`src/rtl/olivia_mc_ctrl_pkg.sv`:
```
// Shared types for the Olivia multi-cycle sequencer: FSM states, instruction
// classes, opcode patterns and the alu_op / pc_src encodings.
package olivia_pkg;

  typedef enum logic [2:0] {
    ST_FETCH  = 3'd0,
    ST_DECODE = 3'd1,
    ST_EXEC   = 3'd2,
    ST_MEM    = 3'd3,
    ST_WB     = 3'd4,
    ST_FAULT  = 3'd5
  } state_t;

  typedef enum logic [2:0] {
    CL_RTYPE   = 3'd0,
    CL_LOAD    = 3'd1,
    CL_STORE   = 3'd2,
    CL_CBZ     = 3'd3,
    CL_CBNZ    = 3'd4,
    CL_B       = 3'd5,
    CL_ILLEGAL = 3'd6
  } op_class_t;

  // 11-bit opcodes live in ir[31:21], CB opcodes in ir[31:24], B in ir[31:26]
  localparam logic [10:0] OPC_ADD  = 11'b10001011000;
  localparam logic [10:0] OPC_SUB  = 11'b11001011000;
  localparam logic [10:0] OPC_AND  = 11'b10001010000;
  localparam logic [10:0] OPC_ORR  = 11'b10101010000;
  localparam logic [10:0] OPC_LDUR = 11'b11111000010;
  localparam logic [10:0] OPC_STUR = 11'b11111000000;
  localparam logic [7:0]  OPC_CBZ  = 8'b10110100;
  localparam logic [7:0]  OPC_CBNZ = 8'b10110101;
  localparam logic [5:0]  OPC_B    = 6'b000101;

  localparam logic [1:0] ALU_ADD   = 2'b00;
  localparam logic [1:0] ALU_PASS  = 2'b01;
  localparam logic [1:0] ALU_RTYPE = 2'b10;

  localparam logic [1:0] PC_SEQ    = 2'b00;
  localparam logic [1:0] PC_BRANCH = 2'b01;

  function automatic logic is_mem_class(input op_class_t c);
    return (c == CL_LOAD) || (c == CL_STORE);
  endfunction

endpackage

```
`src/rtl/olivia_mc_ctrl_op_decode.sv`:
```
// Combinational instruction classifier on the opcode field; shared with the
// ALU control so both agree on what an instruction is.
module olivia_op_decode
  import olivia_pkg::*;
(
  input  logic [10:0] i_opcode,
  output op_class_t   o_class
);

  always_comb begin
    o_class = CL_ILLEGAL;
    if (i_opcode == OPC_ADD || i_opcode == OPC_SUB ||
        i_opcode == OPC_AND || i_opcode == OPC_ORR) begin
      o_class = CL_RTYPE;
    end else if (i_opcode == OPC_LDUR) begin
      o_class = CL_LOAD;
    end else if (i_opcode == OPC_STUR) begin
      o_class = CL_STORE;
    end else if (i_opcode[10:3] == OPC_CBZ) begin
      o_class = CL_CBZ;
    end else if (i_opcode[10:3] == OPC_CBNZ) begin
      o_class = CL_CBNZ;
    end else if (i_opcode[10:5] == OPC_B) begin
      o_class = CL_B;
    end
  end

endmodule

```
`src/rtl/olivia_mc_ctrl.sv`:
```
// Multi-cycle FETCH/DECODE/EXEC/MEM/WB sequencer with req/ack memory
// handshakes, branch PC redirect, retire counter and sticky timeout fault.
module olivia_mc_ctrl
  import olivia_pkg::*;
#(
  parameter int unsigned MEM_TIMEOUT = 0,
  parameter int          CNT_W       = 32
) (
  input  logic             clk,
  input  logic             rst,
  input  logic [31:0]      ir,
  input  logic             zero_flag,
  input  logic             imem_ack,
  input  logic             dmem_ack,
  output logic             imem_req,
  output logic             dmem_req,
  output logic             ir_write,
  output logic             pc_write,
  output logic [1:0]       pc_src,
  output logic             reg2loc,
  output logic             alu_src,
  output logic [1:0]       alu_op,
  output logic             mem_read,
  output logic             mem_write,
  output logic             mem2reg,
  output logic             reg_write,
  output logic             illegal,
  output logic             fault,
  output logic [CNT_W-1:0] retired,
  output logic [2:0]       dbg_state
);

  // Handshake: a request stays high from the first request cycle until the
  // cycle its ack is seen; that cycle completes the transfer. Acks seen
  // while the matching request is low are ignored.

  state_t           r_state;
  op_class_t        r_class;
  logic             r_run;
  logic [31:0]      r_wait;
  logic [CNT_W-1:0] r_retired;

  op_class_t w_dec_class;
  op_class_t w_class;
  logic      w_timeout;
  logic      w_cb_taken;
  logic      w_unused_ir;

  olivia_op_decode u_op_decode (
    .i_opcode (ir[31:21]),
    .o_class  (w_dec_class)
  );

  assign w_unused_ir = ^ir[20:0];

  // The IR is only trusted from DECODE on; later states use the latched class
  assign w_class    = (r_state == ST_DECODE) ? w_dec_class : r_class;
  assign w_timeout  = (MEM_TIMEOUT != 0) && ((r_wait + 32'd1) >= MEM_TIMEOUT);
  assign w_cb_taken = ((w_class == CL_CBZ) && zero_flag) ||
                      ((w_class == CL_CBNZ) && !zero_flag);

  assign fault     = (r_state == ST_FAULT);
  assign retired   = r_retired;
  assign dbg_state = r_state;

  always_ff @(posedge clk or posedge rst) begin
    if (rst) begin
      r_state   <= ST_FETCH;
      r_class   <= CL_ILLEGAL;
      r_run     <= 1'b0;
      r_wait    <= '0;
      r_retired <= '0;
    end else begin
      r_run <= 1'b1;
      if (r_run) begin
        case (r_state)
          ST_FETCH: begin
            if (imem_ack) begin
              r_state <= ST_DECODE;
            end else if (w_timeout) begin
              r_state <= ST_FAULT;
            end else begin
              r_wait <= r_wait + 32'd1;
            end
          end
          ST_DECODE: begin
            r_class <= w_dec_class;
            r_wait  <= '0;
            if (w_dec_class == CL_B) begin
              r_retired <= r_retired + CNT_W'(1);
              r_state   <= ST_FETCH;
            end else if (w_dec_class == CL_ILLEGAL) begin
              r_state <= ST_FETCH;
            end else begin
              r_state <= ST_EXEC;
            end
          end
          ST_EXEC: begin
            r_wait <= '0;
            if (r_class == CL_RTYPE) begin
              r_state <= ST_WB;
            end else if (is_mem_class(r_class)) begin
              r_state <= ST_MEM;
            end else begin
              r_retired <= r_retired + CNT_W'(1);
              r_state   <= ST_FETCH;
            end
          end
          ST_MEM: begin
            if (dmem_ack) begin
              r_wait <= '0;
              if (r_class == CL_LOAD) begin
                r_state <= ST_WB;
              end else begin
                r_retired <= r_retired + CNT_W'(1);
                r_state   <= ST_FETCH;
              end
            end else if (w_timeout) begin
              r_state <= ST_FAULT;
            end else begin
              r_wait <= r_wait + 32'd1;
            end
          end
          ST_WB: begin
            r_retired <= r_retired + CNT_W'(1);
            r_wait    <= '0;
            r_state   <= ST_FETCH;
          end
          ST_FAULT: r_state <= ST_FAULT;
          default:  r_state <= ST_FAULT;
        endcase
      end
    end
  end

  // r_run is cleared asynchronously, so every strobe drops in the reset cycle
  always_comb begin
    imem_req  = 1'b0;
    dmem_req  = 1'b0;
    ir_write  = 1'b0;
    pc_write  = 1'b0;
    pc_src    = PC_SEQ;
    reg2loc   = 1'b0;
    alu_src   = 1'b0;
    alu_op    = ALU_ADD;
    mem_read  = 1'b0;
    mem_write = 1'b0;
    mem2reg   = 1'b0;
    reg_write = 1'b0;
    illegal   = 1'b0;
    if (r_run) begin
      if (r_state == ST_DECODE || r_state == ST_EXEC ||
          r_state == ST_MEM || r_state == ST_WB) begin
        case (w_class)
          CL_RTYPE: alu_op = ALU_RTYPE;
          CL_LOAD, CL_STORE: begin
            alu_src = 1'b1;
            reg2loc = 1'b1;
          end
          CL_CBZ, CL_CBNZ: begin
            reg2loc = 1'b1;
            alu_op  = ALU_PASS;
          end
          default: ;
        endcase
      end
      case (r_state)
        ST_FETCH: begin
          imem_req = 1'b1;
          if (imem_ack) begin
            ir_write = 1'b1;
            pc_write = 1'b1;
          end
        end
        ST_DECODE: begin
          if (w_class == CL_B) begin
            pc_write = 1'b1;
            pc_src   = PC_BRANCH;
          end else if (w_class == CL_ILLEGAL) begin
            illegal = 1'b1;
          end
        end
        ST_EXEC: begin
          if (w_cb_taken) begin
            pc_write = 1'b1;
            pc_src   = PC_BRANCH;
          end
        end
        ST_MEM: begin
          dmem_req  = 1'b1;
          mem_read  = (w_class == CL_LOAD);
          mem_write = (w_class == CL_STORE);
        end
        ST_WB: begin
          reg_write = 1'b1;
          mem2reg   = (w_class == CL_LOAD);
        end
        default: ;
      endcase
    end
  end

endmodule

```
`config.mk`:
```
export PLATFORM = sky130hd
export DESIGN_NAME = olivia_mc_ctrl
export DESIGN_NICKNAME = d
export VERILOG_FILES = /design/src/rtl/olivia_mc_ctrl_pkg.sv /design/src/rtl/olivia_mc_ctrl_op_decode.sv /design/src/rtl/olivia_mc_ctrl.sv
export SDC_FILE = /design/constraint.sdc
export NUM_CORES = 1
export LEC_CHECK = 0
export CAP_MARGIN = 20
export CORE_MARGIN = 2
export CORE_UTILIZATION = 50
export CTS_BUF_LIST = sky130_fd_sc_hd__clkbuf_8
export DETAILED_ROUTE_END_ITERATION = 12
export GPL_TIMING_DRIVEN = 1
export PLACE_DENSITY = 0.89
export SYNTH_ARGS = -nofsm -noshare
export SYNTH_HDL_FRONTEND = slang
export SYNTH_SLANG_ARGS = --single-unit
export TNS_END_PERCENT = 100
```
`constraint.sdc`:
```
create_clock -name clk -period 6.6 [get_ports clk]
set_clock_uncertainty 0.15 [all_clocks]
set_input_delay 0.66 -clock clk [delete_from_list [all_inputs] [get_ports clk]]
set_output_delay 0.66 -clock clk [all_outputs]
set_load 0.01 [all_outputs]
```
# After elaboration in Yosys (flattened, before gate mapping)
# Index checks and enable logic that the tools add are counted.
[totals]
reg_bits = 39
in_bits = 37
elab_cells = 112
[op_classes]
addsub = 1
eq_ne = 30
mux = 57
reduce_logical = 20
[ops]
columns = ["op", "n"]
rows = [
  ["$mux W32", 5],
  ["$pmux W32 S4", 1],
  ["$eq A11 B11 Y1 const B", 6],
  ["$add A32 B1 Y32 const B", 1],
  ["$mux W1", 31],
  ["$mux W3", 10],
  ["$eq A3 B3 Y1 const B", 7],
  ["$eq A8 B8 Y1 const B", 2],
  ["$eq A3 B2 Y1 const B", 5],
  ["$pmux W3 S5", 1],
  ["$mux W2", 6],
  ["$ne A2 B2 Y1 const B", 5],
  ["$eq A3 B1 Y1 const B", 3],
  ["$logic_not A3 Y1", 3],
  ["$logic_or A1 B1 Y1", 8],
  ["$reduce_and A7 Y1", 1],
  ["$eq A6 B3 Y1 const B", 1],
  ["$pmux W2 S2", 1],
  ["$reduce_bool A4 Y1", 1],
  ["$reduce_or A2 Y1", 2],
  ["$reduce_or A4 Y1", 1],
  ["$pmux W1 S3", 1],
  ["$reduce_and A3 Y1", 1],
  ["$logic_and A1 B1 Y1", 2],
  ["3 further kinds", 3],
]

# Depth between registers and ports, before layout
# Gate-level depths: netlist (run 1).
[logic_depth]
ltp_word = 14
depth_mapped = 8

# Cells and area by module
# A second synthesis (run 1) with hierarchy kept.
[hier_totals]
cells_unflattened = 241
hier_area_um2 = 2444.8
[by_module_without_submodules]
columns = ["module", "instances", "cells_each", "area_per_inst_um2", "seq_area_each_um2"]
rows = [
  ["olivia_mc_ctrl", 1, 225, 2311.0, 978.4],
  ["olivia_op_decode", 1, 16, 133.9, 0.0],
]

# Least setup slack after synthesis (run 1)
# OpenSTA, ideal clock, no wires.
[synth_path]
path_kind = "input-to-output"
from = "input ir[23]"
to = "output alu_op[0]"
arrival_ps = 2442
t_required_ps = 5790
path_slack_ps = 3348
path_stages = 6
cell_sequence = "or4b_4 -> or3_4 -> o311ai_0 -> mux2_2 -> nand2_1 -> o31ai_1"
[synth_via]
elab_chain_len = 11
[synth_lines]
columns = ["element", "line", "text"]
rows = [
  ["start: declaration", "olivia_mc_ctrl.sv:11", "input logic [31:0] ir,"],
  ["$eq A11 B11 Y1", "olivia_mc_ctrl_op_decode.sv:12", "if (i_opcode == OPC_ADD || i_opcode == OPC_SUB ||"],
  ["$logic_or A1 B1 Y1 (2 in series)", "olivia_mc_ctrl_op_decode.sv:12", ""],
  ["$logic_or A1 B1 Y1", "olivia_mc_ctrl_op_decode.sv:13", "i_opcode == OPC_AND || i_opcode == OPC_ORR) begin"],
  ["$mux W3 (*)", "olivia_mc_ctrl_op_decode.sv:12", ""],
  ["$mux W3 (*)", "-", ""],
  ["$eq A3 B2 Y1 / $eq A3 B3 Y1 (equally long branches)", "olivia_mc_ctrl.sv:154", "case (w_class)"],
  ["$reduce_or A2 Y1", "-", ""],
  ["$pmux W2 S2 (*)", "olivia_mc_ctrl.sv:154", ""],
  ["$mux W2 (*)", "olivia_mc_ctrl.sv:152", "if (r_state == ST_DECODE || r_state == ST_EXEC ||"],
  ["$mux W2 (*)", "olivia_mc_ctrl.sv:151", "if (r_run) begin"],
  ["end: declaration", "olivia_mc_ctrl.sv:22", "output logic [1:0] alu_op,"],
]
# Every way passes the cells marked *; elsewhere a longest branch is shown, timed or not.

# Worst setup path in the final report (run 1)
[layout_path]
from = "input ir[24]"
to = "output alu_op[0]"
[layout_via]
elab_chain_len = 12
[layout_lines]
columns = ["element", "line", "text"]
rows = [
  ["$eq A8 B8 Y1", "olivia_mc_ctrl_op_decode.sv:21", "end else if (i_opcode[10:3] == OPC_CBNZ) begin"],
  ["$mux W3", "olivia_mc_ctrl_op_decode.sv:21", ""],
  ["$mux W3", "olivia_mc_ctrl_op_decode.sv:19", "end else if (i_opcode[10:3] == OPC_CBZ) begin"],
  ["$mux W3", "olivia_mc_ctrl_op_decode.sv:17", "end else if (i_opcode == OPC_STUR) begin"],
  ["$mux W3", "olivia_mc_ctrl_op_decode.sv:15", "end else if (i_opcode == OPC_LDUR) begin"],
  ["$mux W3 (*)", "olivia_mc_ctrl_op_decode.sv:12", ""],
  ["$mux W3 (*)", "-", ""],
  ["$eq A3 B2 Y1 / $eq A3 B3 Y1 (equally long branches)", "olivia_mc_ctrl.sv:154", ""],
  ["$reduce_or A2 Y1", "-", ""],
  ["$pmux W2 S2 (*)", "olivia_mc_ctrl.sv:154", ""],
  ["$mux W2 (*)", "olivia_mc_ctrl.sv:152", ""],
  ["$mux W2 (*)", "olivia_mc_ctrl.sv:151", ""],
]
# Marks and branches as above.

==> qor.csv, run 1 <==
metric,value,unit
status,"complete, no violations",
largest net degree at the start of global routing,40,
Reg area,978,µm²
met3 Use GR,3.87,%
Synth Area per Inst,9.12,µm²
GRT Max-Usage Layer,met2,
Peak VDD IR,0.217,mV
post-layout min period,4.45,ns
# hold bufs at CTS,0,
highest-count cells in the layout ignoring fill and taps,"65 x clkdlybuf4s50_1, 37 x dfrtp_1, 29 x nor2_1",
# DRC,0,
"Top FF cell, synth",dfrtp_1,
die width,73.1,µm
Routed WL,5330,µm
Die Ht,73.1,µm
Pins Over Slew Limit,0,
share of the synthesized area in the top cell type,38.8,%
"slowest stage delay, CP",0.59,ns
via count,2149,
GRT Total Usage,20.4,%
WS Path Type,primary input to primary output,
clk buf depth,2,
total grt overflow,0,
initial antenna violation count,0,
antenna fix cells,0,
post-synth cell types,57,
Fmax,0.225,GHz
Rows,25,
Post-CTS Setup Inserts,0,
total area of multi-input combinational cells,1300,µm²
final setup vio count,0,
"top cells by area, synth","dfrtp_1 39%, xnor2_1 8.1%, xor2_1 5.1%, nor2_1 4.6%, nand4_1 3.4%",
sequential fraction of the synthesis area,41.0,%
Yosys reg bits,39,
cell-by-cell trace of the critical path,clkdlybuf4s50_1 > or4b_4 > o22a_2 > o2bb2ai_1 > inv_1 > o31ai_1 > clkdlybuf4s50_1,
Final period util,67.4,%
RSZ-0062 raised after global routing,false,
Area Growth Syn to Fin,31.2,%
Least-Margin Pin Slew,0.754,ns
io pins,88,
CTS buffer count,5,
routed length per instance,14.2,µm
setup TNS,0,ns
Worst path slowest cell,o2bb2ai_1,
first-pass GRT wire length,8750,µm
CP arrival,3.64,ns
Nets,360,
vias in the first global route,1918,
maxcap violations,0,
power per cell area,255,nW/µm²
Initial Util,51.2,%
Post-DP Area,3050,µm²
core area,4660,µm²
"most common cell after layout, fill and taps aside",clkdlybuf4s50_1,
Via-to-Cell Ratio,5.72,
htree depth,2,
Leak Pwr,0.00119,µW
mapped cell area,2390,µm²
HPWL after DPL,3950,µm
Post-DRT Antenna Nets,0,
design area,3130,µm²
"Max FO, Critical Path",11,
CTS sink count,39,
Fill cells,370,
endpoint class of the critical path,primary output,
Startpoint Class,primary input,
CTS tree,built,
Worst EP required,5.79,ns
Starting DRT DRC Count,135,
Mapped Nets,300,
"EDFF count, synth",0,
post-synthesis instance total,262,
Hold Path Class,register to register,
layout cell share with drive strength beyond 1,7.14,%
Root Driver,clkbuf_8,
ys async rst share,100,%
YS warnings,0,
clock transition at the registers of the reported paths,0.07,ns
PostCTS Resize Cnt,0,
"Hold Vio Cnt, Final",0,
GR Util met2,31.8,%
Port Buf Inserts,65,
"most used cell, CP",clkdlybuf4s50_1,
grt met1 use,29.0,%
"area leader, netlist",dfrtp_1,
Slew HR,49.8,%
area of the die,5350,µm²
Final Wtd Congestion,0.827,
Clock Latency Late Sink,0.28,ns
Pre-Repair DR Iteration Count,4,
path summary, 6_finish.rpt:
kind	from	cells after the start	slack (ns)	endpoint
max in group asynchronous	rst	3	5.29	r_class[1]
max reg2reg	dbg_state[2]	6	3.83	retired[27]
min in group asynchronous	rst	3	0.64	retired[31]
max	ir[24]	7	2.15	alu_op[0]
min reg2reg	retired[31]	1	0.32	retired[31]
min	retired[31]	1	0.32	retired[31]
stage by stage:
step                      instances  setup slack (ns)  total power (µW)  hold slack [ns]  util [%]
final                           376              2.15               800            0.318      67.2
after detailed placement        369              2.16               641            0.313      65.4
after global routing            376              2.01               850            0.357      67.2
after CTS                       376              2.16               802            0.327      67.2
after global placement          369              2.19               635            0.306      65.4
after floorplan                 262              3.35               533            0.330         -
cell usage after synthesis (4+ instances only):
master	n
dfrtp_1	37
nor2_1	29
xnor2_1	22
nand2_1	20
nand3_1	14
xor2_1	14
nand4_1	13
inv_1	11
nor3_1	11
a21oi_1	7
clkbuf_1	6
and3_1	5
nand2b_1	5
nor4_1	5
o21ai_0	4
cells by family (layout without fill, tap and decap cells):
| logic type | count (synthesis) | in the layout | synth area share [%] |
|---|---|---|---|
| fa+ha+maj | 1 | 1 | 0.524 |
| xor+xnor | 36 | 36 | 13.2 |
| mux | 4 | 4 | 1.78 |
| compound gates | 30 | 30 | 9.01 |
| other cells | 2 | 2 | 0.314 |
| flops | 39 | 39 | 41.0 |
| simple gates | 126 | 126 | 29.6 |
| buf+inv | 24 | 84 | 4.56 |
sequential cells by signal (all words and copies together) (netlist names):
register,flops
r_run,1
retired,32
dbg_state,3
r_class,3
per-layer routing:
| layer | vias up | routed length, µm |
|---|---|---|
| li1 | 1044 | - |
| met1 | 1031 | 2440 |
| met2 | 67 | 2590 |
| met3 | 7 | 250 |
| met4 | 0 | 55 |
| met5 | - | 0 |
where the power goes:
part           internal [µW]  total (µW)  switching (µW)
logic                    152         305             152
registers                270         335            64.3
clock network           82.0         160            78.4
total                    505         800             295
worst max-delay path: cells and delay by family:
| kind | cells | cell delay, ns |
|---|---|---|
| and+or+nand+nor | 1 | 0.56 |
| buffers and inverters | 3 | 1.34 |
| AOI/OAI and AO/OA | 3 | 1.07 |
layout make-up:
type	count	area share, %
clock buffer	6	2.63
clock inverter	1	0.160
inverter	11	1.32
multi-input combinational	199	41.5
sequential	39	31.2
tap	54	2.16
timing repair buffer	66	21.0
Note: power is estimated with default switching activity, not from simulation.
==> run 2: changes to the inputs <==
--- a/config.mk
+++ b/config.mk
@@ -7,11 +7,11 @@
 export LEC_CHECK = 0
 export CAP_MARGIN = 20
 export CORE_MARGIN = 2
-export CORE_UTILIZATION = 50
+export CORE_UTILIZATION = 46
 export CTS_BUF_LIST = sky130_fd_sc_hd__clkbuf_8
 export DETAILED_ROUTE_END_ITERATION = 12
 export GPL_TIMING_DRIVEN = 1
-export PLACE_DENSITY = 0.89
+export PLACE_DENSITY = 0.82
 export SYNTH_ARGS = -nofsm -noshare
 export SYNTH_HDL_FRONTEND = slang
 export SYNTH_SLANG_ARGS = --single-unit
==> constraint.sdc (replaced) <==
create_clock -name clk -period 4.1 [get_ports clk]
set_clock_uncertainty 0.15 [all_clocks]
set_input_delay 0.41 -clock clk [delete_from_list [all_inputs] [get_ports clk]]
set_output_delay 0.41 -clock clk [all_outputs]
set_load 0.01 [all_outputs]
==> run 2 against run 1 <==
  * Wire length is 5.1% higher
  * Highest routed layer unchanged
  * Via count grew 1.2%
  * Critical endpoint unchanged
  * Largest cell class unchanged
  * Final cell count grew 5.9%
==> qor.csv, run 2 (same netlist as run 1, synthesis figures left out) <==
metric,value,unit,change
fin cells,398,,+5.9%
R2R Setup Slk,1.44,ns,-2.39 ns
cell-by-cell trace of the critical path,clkdlybuf4s50_1 > or4b_4 > or3_4 > a41o_1 > or4_1 > o31ai_1 > clkdlybuf4s50_1,,
CTS buffer count,5,,unchanged
PostCTS Resize Cnt,0,,unchanged
crit path buf inv count,2,,-1
"Max FO, Critical Path",5,,-6
"most common cell after layout, fill and taps aside",clkdlybuf4s50_1,,
Final period util,93.5,%,
"slowest stage delay, CP",0.57,ns,-0.02 ns
hold_ws,0.327,ns,+0.00922 ns
wire length on met2,2680,µm,+3.4%
Sw Share,35.7,%,-1.2 points
io pins,88,,unchanged
highest-count cells in the layout ignoring fill and taps,"65 x clkdlybuf4s50_1, 37 x dfrtp_1, 29 x nor2_1",,
maxcap violations,0,,unchanged
final setup vio count,0,,unchanged
Final Wtd Congestion,0.863,,+4.3%
Worst Hold End,retired[31],,
Pint,889,µW,+76%
met1 wire length,2520,µm,+3.6%
HPWL after DPL,4030,µm,+1.9%
GRT Total Usage,20.2,%,-0.23 points
first-pass GRT wire length,9650,µm,+10%
layout cell share with drive strength beyond 1,8.54,%,+1.4 points
"CP delay by family, top",simple AND/OR/NAND/NOR gates,,
Clock Latency Late Sink,0.29,ns,about the same
Die Ht,76.1,µm,+4.0%
WS Path Type,primary input to primary output,,
status,"complete, no violations",,
die width,76.1,µm,+4.0%
RR Startpoint,dbg_state[2],,
initial antenna violation count,0,,unchanged
Initial Util,47.1,%,-4.2 points
Leak Pwr,0.00123,µW,+3.3%
clk buf depth,2,,unchanged
WHS Path Cells,1,,unchanged
min-delay src,retired[31],,
reg-to-reg endpoint,retired[25],,
Least-Margin Pin Slew,0.594,ns,-0.159 ns
Routed WL,5610,µm,+5.1%
placed cells,391,,+6.0%
Slew HR,60.1,%,+10 points
Pins Over Slew Limit,0,,unchanged
htree depth,2,,unchanged
Starting DRT DRC Count,129,,-4.4%
total grt overflow,0,,unchanged
Comb power frac,40.3,%,+2.2 points
RSZ-0062 raised after global routing,false,,
DR WL met3,299,µm,+20%
CTS sink count,39,,unchanged
endpoint class of the critical path,primary output,,
Startpoint Class,primary input,,
Pre-Repair DR Iteration Count,4,,unchanged
design area,3210,µm²,+2.6%
Peak VDD IR,0.313,mV,+44%
CP arrival,3.27,ns,-0.37 ns
Rows,26,,+4.0%
post-layout min period,3.83,ns,
Largest register FFs,32,,unchanged
final core occ,63.3,%,-3.9 points
Nets,366,,+1.7%
core area,5070,µm²,+8.9%
Worst R2R Path Depth,7,,+1
Clock Power Share,22.2,%,+2.1 points
setup TNS,0,ns,unchanged
"most used cell, CP",clkdlybuf4s50_1,,
antenna fix cells,0,,unchanged
Root Driver,clkbuf_8,,
"Hold Vio Cnt, Final",0,,unchanged
Worst path slowest cell,clkdlybuf4s50_1,,
via count,2175,,+1.2%
Area Growth Syn to Fin,34.6,%,
sequential power share,37.5,%,-4.3 points
Top Layer Used,met4,,
Post-CTS Setup Inserts,0,,unchanged
CP startpoint,ir[24],,
Post-DRT Antenna Nets,0,,unchanged
routed length per instance,14.1,µm,-0.69%
# hold bufs at CTS,0,,unchanged
# DRC,0,,unchanged
CTS tree,built,,
largest net degree at the start of global routing,40,,unchanged
Port Buf Inserts,65,,unchanged
area of the die,5790,µm²,+8.2%
power per cell area,430,nW/µm²,+68%
Fmax,0.261,GHz,
Via-to-Cell Ratio,5.46,,-4.4%
vias in the first global route,2113,,+10%
clock transition at the registers of the reported paths,0.07,ns,about the same
Worst EP required,3.54,ns,-2.25 ns
critical path depth,7,,unchanged
Hold Path Class,register to register,,
switching power,493,µW,+67%
Post-DP Area,3110,µm²,+2.1%
-- run 2: changes by cell type in the layout (fill, tap and decap cells not counted) --
cell       previous run  this run
buf_4                 1         7
inv_1                11        12
clkinv_2              1         0
bufinv_16             0         1
clkbuf_8              6         5
-- run 2: how the worst max path moves through the flow --
stage                end
2_1_floorplan    reg2loc
3_3_place_gp   alu_op[0]
3_5_place_dp   alu_op[0]
4_1_cts        alu_op[0]
5_1_grt          mem2reg
6_report       alu_op[0]
-- run 2: area by class of cell --
cell class,instances,area [µm²]
fill,449,1860
multi-input combinational,199,1300
sequential,39,978
timing repair buffer,72,703
tap,70,87.6
clock buffer,5,68.8
inverter,11,41.3
clock inverter,2,33.8
-- run 2: layer usage --
metal / global-route usage [%] / vias to the layer above
met2: 33.5 / 69
met5: 0 / -
li1: - / 1051
met1: 26.3 / 1042
met4: 7.64 / 0
met3: 3.79 / 13
-- run 2: metrics by stage --
stage               total power, µW  worst slack, ns
finish                         1380            0.267
global route                   1470            0.148
CTS                            1380            0.258
detailed placement             1080            0.273
global placement               1060            0.284
floorplan                       859             1.34
-- run 2: power by group through the flow --
stage	logic, µW	registers [µW]	clock network (µW)
after detailed placement	553	523	0
after global routing	613	529	324
final	557	518	306
after floorplan	362	497	0
after global placement	540	522	0
after CTS	559	516	308
==> run 3: changes to the inputs <==
--- a/config.mk
+++ b/config.mk
@@ -6,6 +6,7 @@
 export NUM_CORES = 1
 export LEC_CHECK = 0
 export CAP_MARGIN = 20
+export CORE_ASPECT_RATIO = 0.9
 export CORE_MARGIN = 2
 export CORE_UTILIZATION = 46
 export CTS_BUF_LIST = sky130_fd_sc_hd__clkbuf_8
==> run 3 against run 2 <==
  * Utilization rose by 1.7 points
  * First-iteration DRC count rose by 16%
  * Worst hold slack got worse by 0.00088 ns
  * Non-clock buffer count rose by 1
  * Combinational power barely moved
  * Final cell count fell by 0.75%
  * Global-route usage rose by 0.64 points
  * Total power fell by 3.2%
  * Final area fell by 0.31%
  * Clock power fell by 15%
  * Wire length rose by 1.4%
  * Critical path type unchanged
  * Critical endpoint unchanged
  * Largest power group unchanged
==> qor.csv, run 3 (same netlist as run 1, synthesis figures left out) <==
metric,value,unit,change
crit path buf inv count,2,,unchanged
RSZ-0062 raised after global routing,false,,
"Hold Vio Cnt, Final",0,,unchanged
Worst Hold End,retired[31],,
vias in the first global route,2026,,-4.1%
Worst R2R Path Depth,7,,unchanged
pre-CTS WS,0.266,ns,-0.00651 ns
largest net degree at the start of global routing,40,,unchanged
htree depth,2,,unchanged
Final period util,93.4,%,about the same
Largest register FFs,32,,unchanged
post-layout min period,3.83,ns,-0.00350 ns
maxcap violations,0,,unchanged
Rows,24,,-7.7%
"CP delay by family, top",simple AND/OR/NAND/NOR gates,,
die width,80.0,µm,+5.1%
initial antenna violation count,0,,unchanged
R2R Setup Slk,1.44,ns,about the same
Starting DRT DRC Count,150,,+16%
PostCTS Resize Cnt,0,,unchanged
Clock Latency Late Sink,0.29,ns,about the same
WS Path Type,primary input to primary output,,
Area Growth Syn to Fin,34.2,%,
Worst EP required,3.54,ns,about the same
Peak VDD IR,0.328,mV,+4.7%
power per cell area,417,nW/µm²,-2.9%
Leak Pwr,0.00123,µW,+0.15%
min-delay src,retired[31],,
Routed WL,5690,µm,+1.4%
RR Startpoint,dbg_state[2],,
Comb power frac,41.6,%,+1.3 points
routed length per instance,14.4,µm,+2.2%
Final Power,1340,µW,-3.2%
sequential power share,39.0,%,+1.5 points
"Max FO, Critical Path",4,,-1
"most common cell after layout, fill and taps aside",clkdlybuf4s50_1,,
highest-count cells in the layout ignoring fill and taps,"65 x clkdlybuf4s50_1, 37 x dfrtp_1, 29 x nor2_1",,
CTS tree,built,,
Worst path slowest cell,clkdlybuf4s50_1,,
clock transition at the registers of the reported paths,0.08,ns,about the same
Pre-Repair DR Iteration Count,4,,unchanged
final setup vio count,0,,unchanged
cell-by-cell trace of the critical path,clkdlybuf4s50_1 > or4b_4 > or3_4 > a41o_1 > or4_1 > o31ai_1 > clkdlybuf4s50_1,,
WHS Path Cells,1,,unchanged
Pins Over Slew Limit,0,,unchanged
Clock Power Share,19.4,%,-2.8 points
setup TNS,0,ns,unchanged
"slowest stage delay, CP",0.57,ns,about the same
Final Wtd Congestion,0.885,,+2.6%
placed cells,387,,-1.0%
CTS buffer count,5,,unchanged
Startpoint Class,primary input,,
Nets,367,,+0.27%
Die Ht,72.4,µm,-4.9%
io pins,88,,unchanged
CP arrival,3.27,ns,about the same
# hold bufs at CTS,0,,unchanged
area of the die,5790,µm²,about the same
Fill cells,430,,-4.2%
Post-CTS Setup Inserts,0,,unchanged
hold_ws,0.327,ns,-0.000883 ns
# DRC,0,,unchanged
HPWL after DPL,4290,µm,+6.5%
Via-to-Cell Ratio,5.47,,+0.11%
Slew HR,63.2,%,+3.1 points
Root Driver,clkbuf_8,,
clk buf depth,2,,unchanged
Sw Share,36.8,%,+1.1 points
"most used cell, CP",clkdlybuf4s50_1,,
status,"complete, no violations",,
core area,4920,µm²,-3.0%
Least-Margin Pin Slew,0.548,ns,-0.0459 ns
Initial Util,48.5,%,+1.4 points
reg-to-reg endpoint,retired[27],,
Port Buf Inserts,65,,unchanged
fin cells,395,,-0.75%
switching power,492,µW,-0.15%
layout cell share with drive strength beyond 1,9.09,%,+0.55 points
CTS sink count,39,,unchanged
via count,2161,,-0.64%
antenna fix cells,0,,unchanged
GRT Total Usage,20.8,%,+0.64 points
first-pass GRT wire length,9580,µm,-0.64%
Hold Path Class,register to register,,
Fmax,0.261,GHz,about the same
endpoint class of the critical path,primary output,,
total grt overflow,0,,unchanged
post-route setup slack,0.270,ns,+0.00350 ns
Pint,845,µW,-4.9%
Post-DRT Antenna Nets,0,,unchanged
-- run 3: changes by cell type in the layout (fill, tap and decap cells not counted) --
| cell | previous run | this run |
|---|---|---|
| buf_4 | 7 | 8 |
| bufinv_16 | 1 | 0 |
| clkinv_2 | 0 | 1 |
| clkbuf_8 | 5 | 6 |
-- run 3: layout make-up --
class | count | area, µm² | share of cell area (%)
clock inverters | 2 | 8.76 | 0.273
multi-input cells | 199 | 1300 | 40.6
inverters | 11 | 41.3 | 1.29
flip-flops and latches | 39 | 978 | 30.5
clock buffers | 6 | 82.6 | 2.58
repair buffers | 73 | 711 | 22.2
well taps | 65 | 81.3 | 2.54
-- run 3: how the worst max path moves through the flow --
stage,from,end,slack [ns],cells after the start
2_1_floorplan,dbg_state[1],reg2loc,1.34,7
3_3_place_gp,ir[23],alu_op[0],0.32,7
3_5_place_dp,ir[23],alu_op[0],0.27,7
4_1_cts,ir[23],alu_op[0],0.27,7
5_1_grt,ir[23],alu_op[0],0.19,9
6_report,ir[23],alu_op[0],0.27,7
-- run 3: per-layer routing --
| layer | up-vias | routed length [µm] | track usage [%] |
|---|---|---|---|
| met5 | - | 0 | 0 |
| met4 | 0 | 33 | 6.97 |
| li1 | 1058 | - | - |
| met1 | 1053 | 2690 | 30.1 |
| met2 | 46 | 2730 | 31.9 |
| met3 | 4 | 232 | 3.48 |
-- run 3: power by group through the flow --
stage	clock, µW	sequential (µW)	combinational [µW]
after CTS	266	521	555
after floorplan	0	497	362
final	260	521	556
after global routing	286	533	612
after detailed placement	0	528	553
after global placement	0	523	535
-- run 3: per-stage QoR --
step / area, µm² / util [%]
CTS: 3200 / 65.1
global placement: 3110 / 63.2
global route: 3200 / 65.1
floorplan: 2390 / -
detailed placement: 3110 / 63.2
finish: 3200 / 65.1
==> edit, RTL diff (config.mk and constraints of run 1) <==
Register the output `dbg_state` once more, cleared by the reset; this adds one clock of latency there. The other outputs are not delayed to match.
--- a/src/rtl/olivia_mc_ctrl.sv
+++ b/src/rtl/olivia_mc_ctrl.sv
@@ -61,7 +61,13 @@
 
   assign fault     = (r_state == ST_FAULT);
   assign retired   = r_retired;
-  assign dbg_state = r_state;
+  always_ff @(posedge clk or posedge rst) begin
+    if (rst) begin
+      dbg_state <= '0;
+    end else begin
+      dbg_state <= r_state;
+    end
+  end
 
   always_ff @(posedge clk or posedge rst) begin
     if (rst) begin
Formal check against the unedited RTL: not equivalent (Yosys sat finds a counterexample within 4 cycles, from zero or initial values and one cycle with rst high).
==> edit against run 1 <==
- count of clock-buffer cells in the layout shrank 1
- total power shrank 14%
- combinational power decreased by 40%
- via count decreased by 7.2%
- synthesized area up 1.1%
- sequential cell count rose by 3
- sequential share of layout area grew 1.9 points
- worst hold slack better by 0.012 ns
- wire length is 2.1% lower
- setup slack better by 0.099 ns
- fmax increased by 2.3%
- first-iteration DRC count fell by 19%
- design area rose by 1.6%
- critical endpoint is now pc_write
- highest routed layer unchanged
==> edit: results (changes against run 1) <==
- Clock latency on the worst-skew pair: 0.30 ns (+0.02 ns)
- Max layer used: met4
- Max H-tree Level: 2 (unchanged)
- Syn avg cell area: 10.4 um2 (+14%)
- HPWL Detailed: 3820 um (-3.4%)
- Drt pass-1 iters: 4 (unchanged)
- Grt ovf: 0 (unchanged)
- Least-Margin Pin Slew: 0.579 ns (-0.175 ns)
- Worst slack, placed: 2.28 ns (+0.118 ns)
- CP max-delay cell: clkdlybuf4s50_1
- Metal3 WL: 162 um (-35%)
- Met1 Resource Use GR: 0.245 (-0.0456)
- Warnings, synthesis: 0 (unchanged)
- Power Internal: 480 uW (-5.0%)
- Cts bufs inserted: 5 (unchanged)
- Initial DRC Count: 109 (-19%)
- Root Driver: clkbuf_8
- Via count: 1,994 (-7.2%)
- Max VDD drop: 0.150 mV (-31%)
- Pleak: 1.34 nW (+13%)
- Share of layout cells above drive strength 1: 0.111 (+0.0393)
- Reg2reg path depth: 6 (unchanged)
- Post-CTS Setup Bufs: 0 (unchanged)
- First-pass GRT wire length: 8280 um (-5.4%)
- Arrival time at the worst endpoint: 3.54 ns (-0.10 ns)
- Post-CTS resize count: 0 (unchanged)
- Delay-heaviest family, CP: buffers and inverters
- Routed wire length: 5220 um (-2.1%)
- Total Routing Usage GR: 0.195 (-0.00878)
- PortBufs: 65 (unchanged)
- Vias in the first global route: 1,842 (-4.0%)
- Top cells by count, synth: 40 x dfrtp_1, 27 x xnor2_1, 21 x nor2_1, 17 x nand4_1, 16 x nand2_1
- Worst hold path class: register to register
- Routability cong.: 0.824 (-0.30%)
- Seq/Total Area, Yosys: 0.436 (+0.0266)
- Distinct cells, synth: 59 (+3.5%)
- Synth area leaders: dfrtp_1 41%, xnor2_1 9.8%, nand4_1 4.4%, nor2_1 3.3%, xor2_1 3.3%
- Vias/cell: 5.66 (-0.89%)
- Max FFs per register: 32 (unchanged)
- FILL cells: 365 (-1.4%)
- Dpl cells: 344 (-6.8%)
- Net Count, Synth: 270 (-10%)
- Hold Crit Depth: 1 (unchanged)
- Grt peak-use layer: met2
- Met2 wire length: 2620 um (+1.2%)
- Worst-path clk slew: 0.09 ns (+0.02 ns)
- Met3 usage: 0.0329 (-0.00575)
- Pin count of the biggest net entering global routing: 43 (+7.5%)
- CP max FO: 8 (-3)
- Longest Clk Path Bufs: 2 (unchanged)
- Met2 usage: 0.323 (+0.00509)
- Outcome: finished, final reports clean
- Largest stage delay, worst path: 0.57 ns (-0.02 ns)
- M1 WL: 2320 um (-4.7%)
## edit: kinds of logic (layout without fill, tap and decap cells)
group                    Yosys count  count (layout)  share of synthesized area
buffers and inverters             16              82                     0.0415
multiplexers                       4               4                     0.0181
adder cells (fa/ha/maj)            1               1                    0.00518
AND/OR/NAND/NOR                  101             101                      0.248
other                              2               2                    0.00311
XOR/XNOR                          36              36                      0.131
AO/OA/AOI/OAI                     30              30                      0.118
flip-flops                        42              42                      0.436
## edit: per-stage QoR
stage	hold slack [ns]	instance area, um2
6_report	0.330	3180
5_1_grt	0.353	3180
4_1_cts	0.335	3180
3_5_place_dp	0.323	3070
3_3_place_gp	0.309	3070
2_1_floorplan	0.219	2410
## edit: worst paths after layout
| path | end | slack (ns) | startpoint |
|---|---|---|---|
| worst min-delay path | retired[31]$_DFFE_PP0P_ | 0.33 | retired[31]$_DFFE_PP0P_ |
| worst max register to register | retired[25]$_DFFE_PP0P_ | 4.16 | r_state[1]$_DFFE_PP0P_ |
| max in group asynchronous | r_class[2]$_DFFE_PP1P_ | 5.29 | rst |
| worst max-delay path | pc_write | 2.25 | ir[28] |
| worst min register to register | retired[31]$_DFFE_PP0P_ | 0.33 | retired[31]$_DFFE_PP0P_ |
| min in group asynchronous | retired[17]$_DFFE_PP0P_ | 0.63 | rst |
## edit: layout make-up
class / count / area share
Clock buffer: 5 / 0.0216
Clock inverter: 3 / 0.0130
Inverter: 7 / 0.00825
Multi-Input combinational cell: 174 / 0.396
Sequential cell: 42 / 0.331
Tap cell: 54 / 0.0212
Timing Repair Buffer: 67 / 0.209
## edit: power by group through the flow
stage	Clock [mW]	Sequential, mW	Combinational, mW
floorplan	0	0.305	0.131
CTS	0.202	0.307	0.185
global placement	0	0.311	0.178
detailed placement	0	0.312	0.185
finish	0.200	0.307	0.184
global route	0.211	0.310	0.199
